## config.mk

```make
export PLATFORM = sky130hd
export DESIGN_NAME = bcd_conversion_scheduler
export DESIGN_NICKNAME = d
export VERILOG_FILES = /design/src/rtl/bcd_conversion_scheduler_pkg.sv /design/src/rtl/bcd_conversion_scheduler_rr_arbiter.sv /design/src/rtl/bcd_conversion_scheduler.sv
export SDC_FILE = /design/constraint.sdc
export NUM_CORES = 1
export LEC_CHECK = 0
export ABC_AREA = 1
export ABC_CLOCK_PERIOD_IN_PS = 2000
export BUFFER_PORTS_ARGS = -buffer_cell sky130_fd_sc_hd__buf_2
export CORE_ASPECT_RATIO = 0.75
export CORE_UTILIZATION = 46
export DETAILED_ROUTE_END_ITERATION = 8
export HOLD_SLACK_MARGIN = 0.06
export PLACE_DENSITY = 0.86
export SYNTH_ARGS = -nofsm -noshare
export SYNTH_HDL_FRONTEND = slang
export SYNTH_SLANG_ARGS = --single-unit
```

## constraint.sdc

```tcl
create_clock -name clk -period 2 [get_ports clk]
set_clock_uncertainty 0.2 [all_clocks]
set_input_delay 0.4 -clock clk [delete_from_list [all_inputs] [get_ports clk]]
set_output_delay 0.4 -clock clk [all_outputs]
set_load 0.03 [all_outputs]
```

## src/rtl/bcd_conversion_scheduler_pkg.sv

```systemverilog
// Shared state encodings and BCD sizing helpers for the conversion scheduler.
// The digit-count function matches the one used by the binary_to_bcd_transcoder.
package bcd_conversion_scheduler_pkg;

    typedef enum logic [1:0] {
        ST_IDLE   = 2'd0,
        ST_SETTLE = 2'd1,
        ST_RESP   = 2'd2
    } sched_state_e;

    // Decimal digits needed for a w-bit binary value (1233/4096 ~ log10(2)).
    function automatic int unsigned bcd_digits(input int unsigned w);
        return ((w * 1233) >> 12) + 1;
    endfunction

    function automatic int unsigned bcd_width(input int unsigned w);
        return 4 * bcd_digits(w);
    endfunction

    function automatic int unsigned idx_width(input int unsigned n);
        return (n <= 1) ? 1 : $clog2(n);
    endfunction

endpackage

```

## src/rtl/bcd_conversion_scheduler_rr_arbiter.sv

```systemverilog
// Round-robin arbiter: grants the first set request at or after ptr_i, wrapping.
// Purely combinational; the caller owns the pointer register.
module rr_arbiter
    import bcd_conversion_scheduler_pkg::*;
#(
    parameter int unsigned N = 4
) (
    input  logic [N-1:0]              req_i,
    input  logic [idx_width(N)-1:0]   ptr_i,
    input  logic                      enable_i,
    output logic [N-1:0]              grant_c,
    output logic [idx_width(N)-1:0]   idx_c
);

    localparam int unsigned IDX_W = idx_width(N);

    int   hi_sel;
    int   lo_sel;
    int   sel;
    logic hi_hit;
    logic lo_hit;

    // Descending scan so the last hit is the lowest index in each half.
    always_comb begin
        hi_sel  = 0;
        lo_sel  = 0;
        hi_hit  = 1'b0;
        lo_hit  = 1'b0;
        for (int j = int'(N) - 1; j >= 0; j--) begin
            if (req_i[j]) begin
                lo_hit = 1'b1;
                lo_sel = j;
                if (j >= int'(ptr_i)) begin
                    hi_hit = 1'b1;
                    hi_sel = j;
                end
            end
        end
        sel     = hi_hit ? hi_sel : lo_sel;
        grant_c = '0;
        idx_c   = '0;
        if (enable_i && (hi_hit || lo_hit)) begin
            grant_c = N'(1) << sel;
            idx_c   = IDX_W'(sel);
        end
    end

endmodule

```

## src/rtl/bcd_conversion_scheduler.sv

```systemverilog
// Time-shares one external binary-to-BCD transcoder among NUM_REQ requesters.
// Optional macro BCD_SCHED_STABLE_CHECK_EN adds the rsp_unstable output.
module bcd_conversion_scheduler
    import bcd_conversion_scheduler_pkg::*;
#(
    parameter int unsigned WIDTH         = 16,
    parameter int unsigned NUM_REQ       = 4,
    parameter int unsigned SETTLE_CYCLES = 20
) (
    input  logic                              clk,
    input  logic                              reset_n,
    input  logic [NUM_REQ-1:0]                req_valid,
    input  logic [NUM_REQ*WIDTH-1:0]          req_data,
    output logic [NUM_REQ-1:0]                req_ready,
    output logic [WIDTH-1:0]                  xc_in,
    input  logic [bcd_width(WIDTH)-1:0]       xc_out,
    output logic                              rsp_valid,
    input  logic                              rsp_ready,
    output logic [bcd_width(WIDTH)-1:0]       rsp_data,
    output logic [idx_width(NUM_REQ)-1:0]     rsp_id,
    output logic                              busy
`ifdef BCD_SCHED_STABLE_CHECK_EN
    ,
    output logic                              rsp_unstable
`endif
);

    localparam int unsigned OUT_WIDTH = bcd_width(WIDTH);
    localparam int unsigned ID_W      = idx_width(NUM_REQ);
    localparam int unsigned CNT_W     = (SETTLE_CYCLES <= 1) ? 1 : $clog2(SETTLE_CYCLES);
    localparam logic [CNT_W-1:0] CNT_LOAD = CNT_W'(SETTLE_CYCLES - 1);
    localparam logic [ID_W-1:0]  LAST_ID  = ID_W'(NUM_REQ - 1);

    sched_state_e          state_q, state_d;
    logic [CNT_W-1:0]      cnt_q, cnt_d;
    logic [ID_W-1:0]       ptr_q, ptr_d;
    logic [WIDTH-1:0]      xc_in_q, xc_in_d;
    logic                  rsp_valid_q, rsp_valid_d;
    logic [OUT_WIDTH-1:0]  rsp_data_q, rsp_data_d;
    logic [ID_W-1:0]       rsp_id_q, rsp_id_d;
    logic                  busy_q, busy_d;

    logic [NUM_REQ-1:0]    grant_c;
    logic [ID_W-1:0]       gidx_c;
    logic [WIDTH-1:0]      sel_data_c;
    logic                  capture_c;

    // Reset gates the grant so req_ready reads 0 while reset_n is low.
    rr_arbiter #(
        .N (NUM_REQ)
    ) u_arb (
        .req_i    (req_valid),
        .ptr_i    (ptr_q),
        .enable_i ((state_q == ST_IDLE) && reset_n),
        .grant_c  (grant_c),
        .idx_c    (gidx_c)
    );

    assign req_ready = grant_c;
    assign capture_c = (state_q == ST_SETTLE) && (cnt_q == '0);

    // One-hot operand mux.
    always_comb begin
        sel_data_c = '0;
        for (int k = 0; k < int'(NUM_REQ); k++) begin
            if (grant_c[k]) begin
                sel_data_c = req_data[k*WIDTH +: WIDTH];
            end
        end
    end

    always_comb begin
        state_d     = state_q;
        cnt_d       = cnt_q;
        ptr_d       = ptr_q;
        xc_in_d     = xc_in_q;
        rsp_valid_d = rsp_valid_q;
        rsp_data_d  = rsp_data_q;
        rsp_id_d    = rsp_id_q;
        case (state_q)
            ST_IDLE: begin
                if (|grant_c) begin
                    xc_in_d  = sel_data_c;
                    rsp_id_d = gidx_c;
                    cnt_d    = CNT_LOAD;
                    ptr_d    = (gidx_c == LAST_ID) ? '0 : gidx_c + ID_W'(1);
                    state_d  = ST_SETTLE;
                end
            end
            ST_SETTLE: begin
                if (capture_c) begin
                    rsp_data_d  = xc_out;
                    rsp_valid_d = 1'b1;
                    state_d     = ST_RESP;
                end else begin
                    cnt_d = cnt_q - CNT_W'(1);
                end
            end
            ST_RESP: begin
                if (rsp_ready) begin
                    rsp_valid_d = 1'b0;
                    state_d     = ST_IDLE;
                end
            end
            default: begin
                state_d = ST_IDLE;
            end
        endcase
        busy_d = (state_d != ST_IDLE);
    end

    always_ff @(posedge clk or negedge reset_n) begin
        if (!reset_n) begin
            state_q     <= ST_IDLE;
            cnt_q       <= '0;
            ptr_q       <= '0;
            xc_in_q     <= '0;
            rsp_valid_q <= 1'b0;
            rsp_data_q  <= '0;
            rsp_id_q    <= '0;
            busy_q      <= 1'b0;
        end else begin
            state_q     <= state_d;
            cnt_q       <= cnt_d;
            ptr_q       <= ptr_d;
            xc_in_q     <= xc_in_d;
            rsp_valid_q <= rsp_valid_d;
            rsp_data_q  <= rsp_data_d;
            rsp_id_q    <= rsp_id_d;
            busy_q      <= busy_d;
        end
    end

    assign xc_in     = xc_in_q;
    assign rsp_valid = rsp_valid_q;
    assign rsp_data  = rsp_data_q;
    assign rsp_id    = rsp_id_q;
    assign busy      = busy_q;

`ifdef BCD_SCHED_STABLE_CHECK_EN
    logic [OUT_WIDTH-1:0] xc_prev_q;
    logic                 unstable_q, unstable_d;

    // Previous-cycle xc_out, tracked from the grant cycle through SETTLE.
    always_comb begin
        unstable_d = unstable_q;
        if (capture_c) begin
            unstable_d = (xc_out != xc_prev_q);
        end
    end

    always_ff @(posedge clk or negedge reset_n) begin
        if (!reset_n) begin
            xc_prev_q  <= '0;
            unstable_q <= 1'b0;
        end else begin
            if (state_q != ST_RESP) begin
                xc_prev_q <= xc_out;
            end
            unstable_q <= unstable_d;
        end
    end

    assign rsp_unstable = unstable_q;
`endif

endmodule
```

==> impl_metrics.csv <==
group,metric,value,unit
status,outcome,"finished with violations",
status,violations,"negative setup slack",
finish,fillers,489,
cts,clock_latency,0.30,ns
sta,setup_ws,-0.193,ns
synth,synthSimpleGateAreaFrac,36.9,%
critical_path,path_buf_inv,4,
synth,synth_cell_types,31,
finish,area_growth,37.5,%
cts,numCtsBuffers,5,
synth,yosys.area.top_type,"dfrtp_1",
sta,slew_headroom,58.0,%
critical_path,endpoint_kind,"output pin",
finish,final_common_cell,"nand2_1",
synth,synth_compound_gate_area_share,5.65,%
routing,wl_per_cell,13.3,µm
routing,routed_wl,8010,µm
sta,fmax,456,MHz
cts,cts_root_buffer,"clkbuf_8",
placed_design,place_congestion,0.881,
critical_path,cpMaxStageDelayCell,"dfrtp_1",
synth,syn_nets,468,
routing,drtPass1Iterations,4,
critical_path,cp_max_fo,4,
finish,utilization,68.0,%
routing,drcViolationCount,0,
floorplan,chipHeight,68.9,µm
power_and_ir_drop,p_leak,2.19,nW
cts,clk_pin_slew,0.09,ns
critical_path,r2r_cells,12,
global_route,grt_pass1_wl,12100,µm
finish,final_nets,619,
critical_path,critical_path.cell_chain,"inv_2 -> nand3_4 -> a21oi_4 -> buf_6 -> nand4_4 -> inv_2 -> buf_6",
synth,netlist_instances,375,
sta,final.min_clock_period,2.19,ns
finish,final_cell_mix,"nand2_1 (144), buf_2 (130), inv_1 (56)",
global_route,grt_antenna_before_repair,0,
cts,cts_max_level,2,
sta,setup_viol,4,
power_and_ir_drop,ir_drop,0.000635,V
synth,synth_adder_area_share,0.911,%
synth,synth_xor_area_share,0,%
routing,initialDrtViolationCount,113,
critical_path,cpLargestDelayFamily,"buffers and inverters",
floorplan,ios,135,
synth,ys_ff_latch,49,
global_route,grt_overflow,0,
floorplan,initial_core_util,49.4,%
critical_path,cp.depth,7,
synth,ys_seq_area_share,44.6,%
finish,fin_cells,602,
synth,synth_top_family_by_area,"simple AND/OR/NAND/NOR gates",
synth,syn-cell-area,2750,µm²
cts,clk_path_buf_depth,2,
placed_design,portBuffers,134,
synth,yosys-top-cells-area,"dfrtp_1 (45%), nand2_1 (20%), inv_1 (8.5%)",
sta,rsz0062_at_grt,"true",
cts,cts_tree,"done",
floorplan,dieArea,6290,µm²
sta,worst-slew-pin-transition,0.630,ns
floorplan,placementRows,23,
global_route,grt_max_degree,50,
floorplan,core_area,5550,µm²
synth,yosys_warnings,0,
hold_path,min_path_type,"in2async",
critical_path,path_class,"reg2out",
cts,numClockSinks,49,
critical_path,cp-start-kind,"flop",
critical_path,cp_data_required_time,1.40,ns
cts,cts.hold.buffers_added,0,
sta,hold_viol,0,
run,cap_violations,0,
synth,syn_avg_cell_area,7.32,µm²
finish,drive_gt1_share,38.3,%
finish,num_antenna_cells,0,
global_route,gr-usage-all-layers,25.1,%
power_and_ir_drop,powerDensity,1400,nW/µm²
placed_design,dp_cells,589,
global_route,grt_pass1_vias,2706,
sta,final_max_slew_viol_count,0,
routing,via_count,2947,
routing,avgViaCountPerCell,4.90,
critical_path,slowest_delay,0.41,ns
synth,synth_top_area_share,44.6,%
critical_path,crit_arrival,1.59,ns
floorplan,die_w,91.2,µm
sta,post-route-period-util,110,%
routing,antenna_left,0,
synth,synth_mux_area_share,0,%
placed_design,dp_hpwl,5910,µm
[final cells by class]
cell class,count,area (µm²),share of cell area (%)
clock buffer,6,72.6,1.92
clock inverter,2,15.0,0.398
inverter,65,248,6.56
multi-input combinational,248,1220,32.4
sequential,49,1230,32.5
tap,75,93.8,2.49
timing repair buffer,157,897,23.8
[worst reg2reg max path, cell delays in order (launching register included)]
cell and delay [ns]:
dfrtp_1 0.42, inv_2 0.07, nand3_2 0.09, nand2_2 0.09
nor2_4 0.11, nand2_4 0.08, nand2_8 0.08, nand2_4 0.08
nor2_8 0.13, buf_4 0.23, nand2_1 0.08, nand2_1 0.08
nand3_1 0.08
[what timing repair did]
item	CTS	global route
resized for setup	17	6
pin swaps	4	2
setup endpoints to repair	4	29
endpoints found under the hold margin	0	0
buffers inserted	3	2
gates cloned	0	0
[metrics by stage]
stage | setup slack (ns) | total power [mW] | setup TNS, ns | instance area [µm²] | hold WS [ns]
floorplan | 0.0429 | 3.62 | 0 | 2750 | -0.0956
global placement | 0.00668 | 4.46 | 0 | 3590 | 0.256
detailed placement | -0.0454 | 4.57 | -0.0968 | 3590 | 0.259
CTS | -0.185 | 5.23 | -0.697 | 3740 | 0.0816
global route | -0.335 | 5.62 | -1.46 | 3780 | 0.0828
finish | -0.193 | 5.28 | -0.744 | 3780 | 0.0807
[per-layer routing]
| metal | vias to the layer above | wire, µm | GRT usage [%] |
|---|---|---|---|
| li1 | 1441 | - | - |
| met1 | 1364 | 3310 | 30.3 |
| met2 | 118 | 4000 | 46.3 |
| met3 | 24 | 463 | 4.28 |
| met4 | 0 | 240 | 9.33 |
| met5 | - | 0 | 0 |
[cell families (layout without fill, tap and decap cells)]
logic type	after synthesis	after routing
AND/OR/NAND/NOR	220	220
flip-flops	49	49
AO/OA/AOI/OAI	26	26
buffers and inverters	78	230
adder cells (fa/ha/maj)	2	2
[path summary, 6_finish.rpt]
path | slack, ns | end | start
setup / recovery | -0.19 | req_ready[1] | state_q[1]
hold / removal | 0.08 | xc_in[6] | reset_n
setup reg to reg | 0.06 | xc_in[4] | ptr_q[1]
hold reg to reg | 0.28 | rsp_data[11] | rsp_data[11]
max in group asynchronous | 1.09 | xc_in[4] | reset_n
min in group clk | 0.09 | rsp_data[6] | xc_out[6]
[Yosys cell counts (all sizes together)]
cell type    n
nand2      162
inv         65
dfrtp       49
nand3       42
o21ai       19
nor2         9
buf          8
clkbuf       5
nand4        4
a21oi        3
ha           2
and2         1
nor3         1
nor3b        1
o211ai       1
o21a         1
o21bai       1
o31ai        1
[report_power, final]
| part | total (mW) | switching, mW | internal [mW] |
|---|---|---|---|
| Combinational | 2.95 | 1.97 | 0.981 |
| Sequential | 1.74 | 0.261 | 1.48 |
| Clock | 0.590 | 0.343 | 0.247 |
| Total | 5.28 | 2.57 | 2.70 |
[registers in the layout, summed over array words and instances (netlist names)]
name and cells:
busy 1, cnt_q 5, ptr_q 2, rsp_data 20, rsp_id 2, rsp_valid 1, state_q 2, xc_in 16
(Power assumes the default switching activity.)
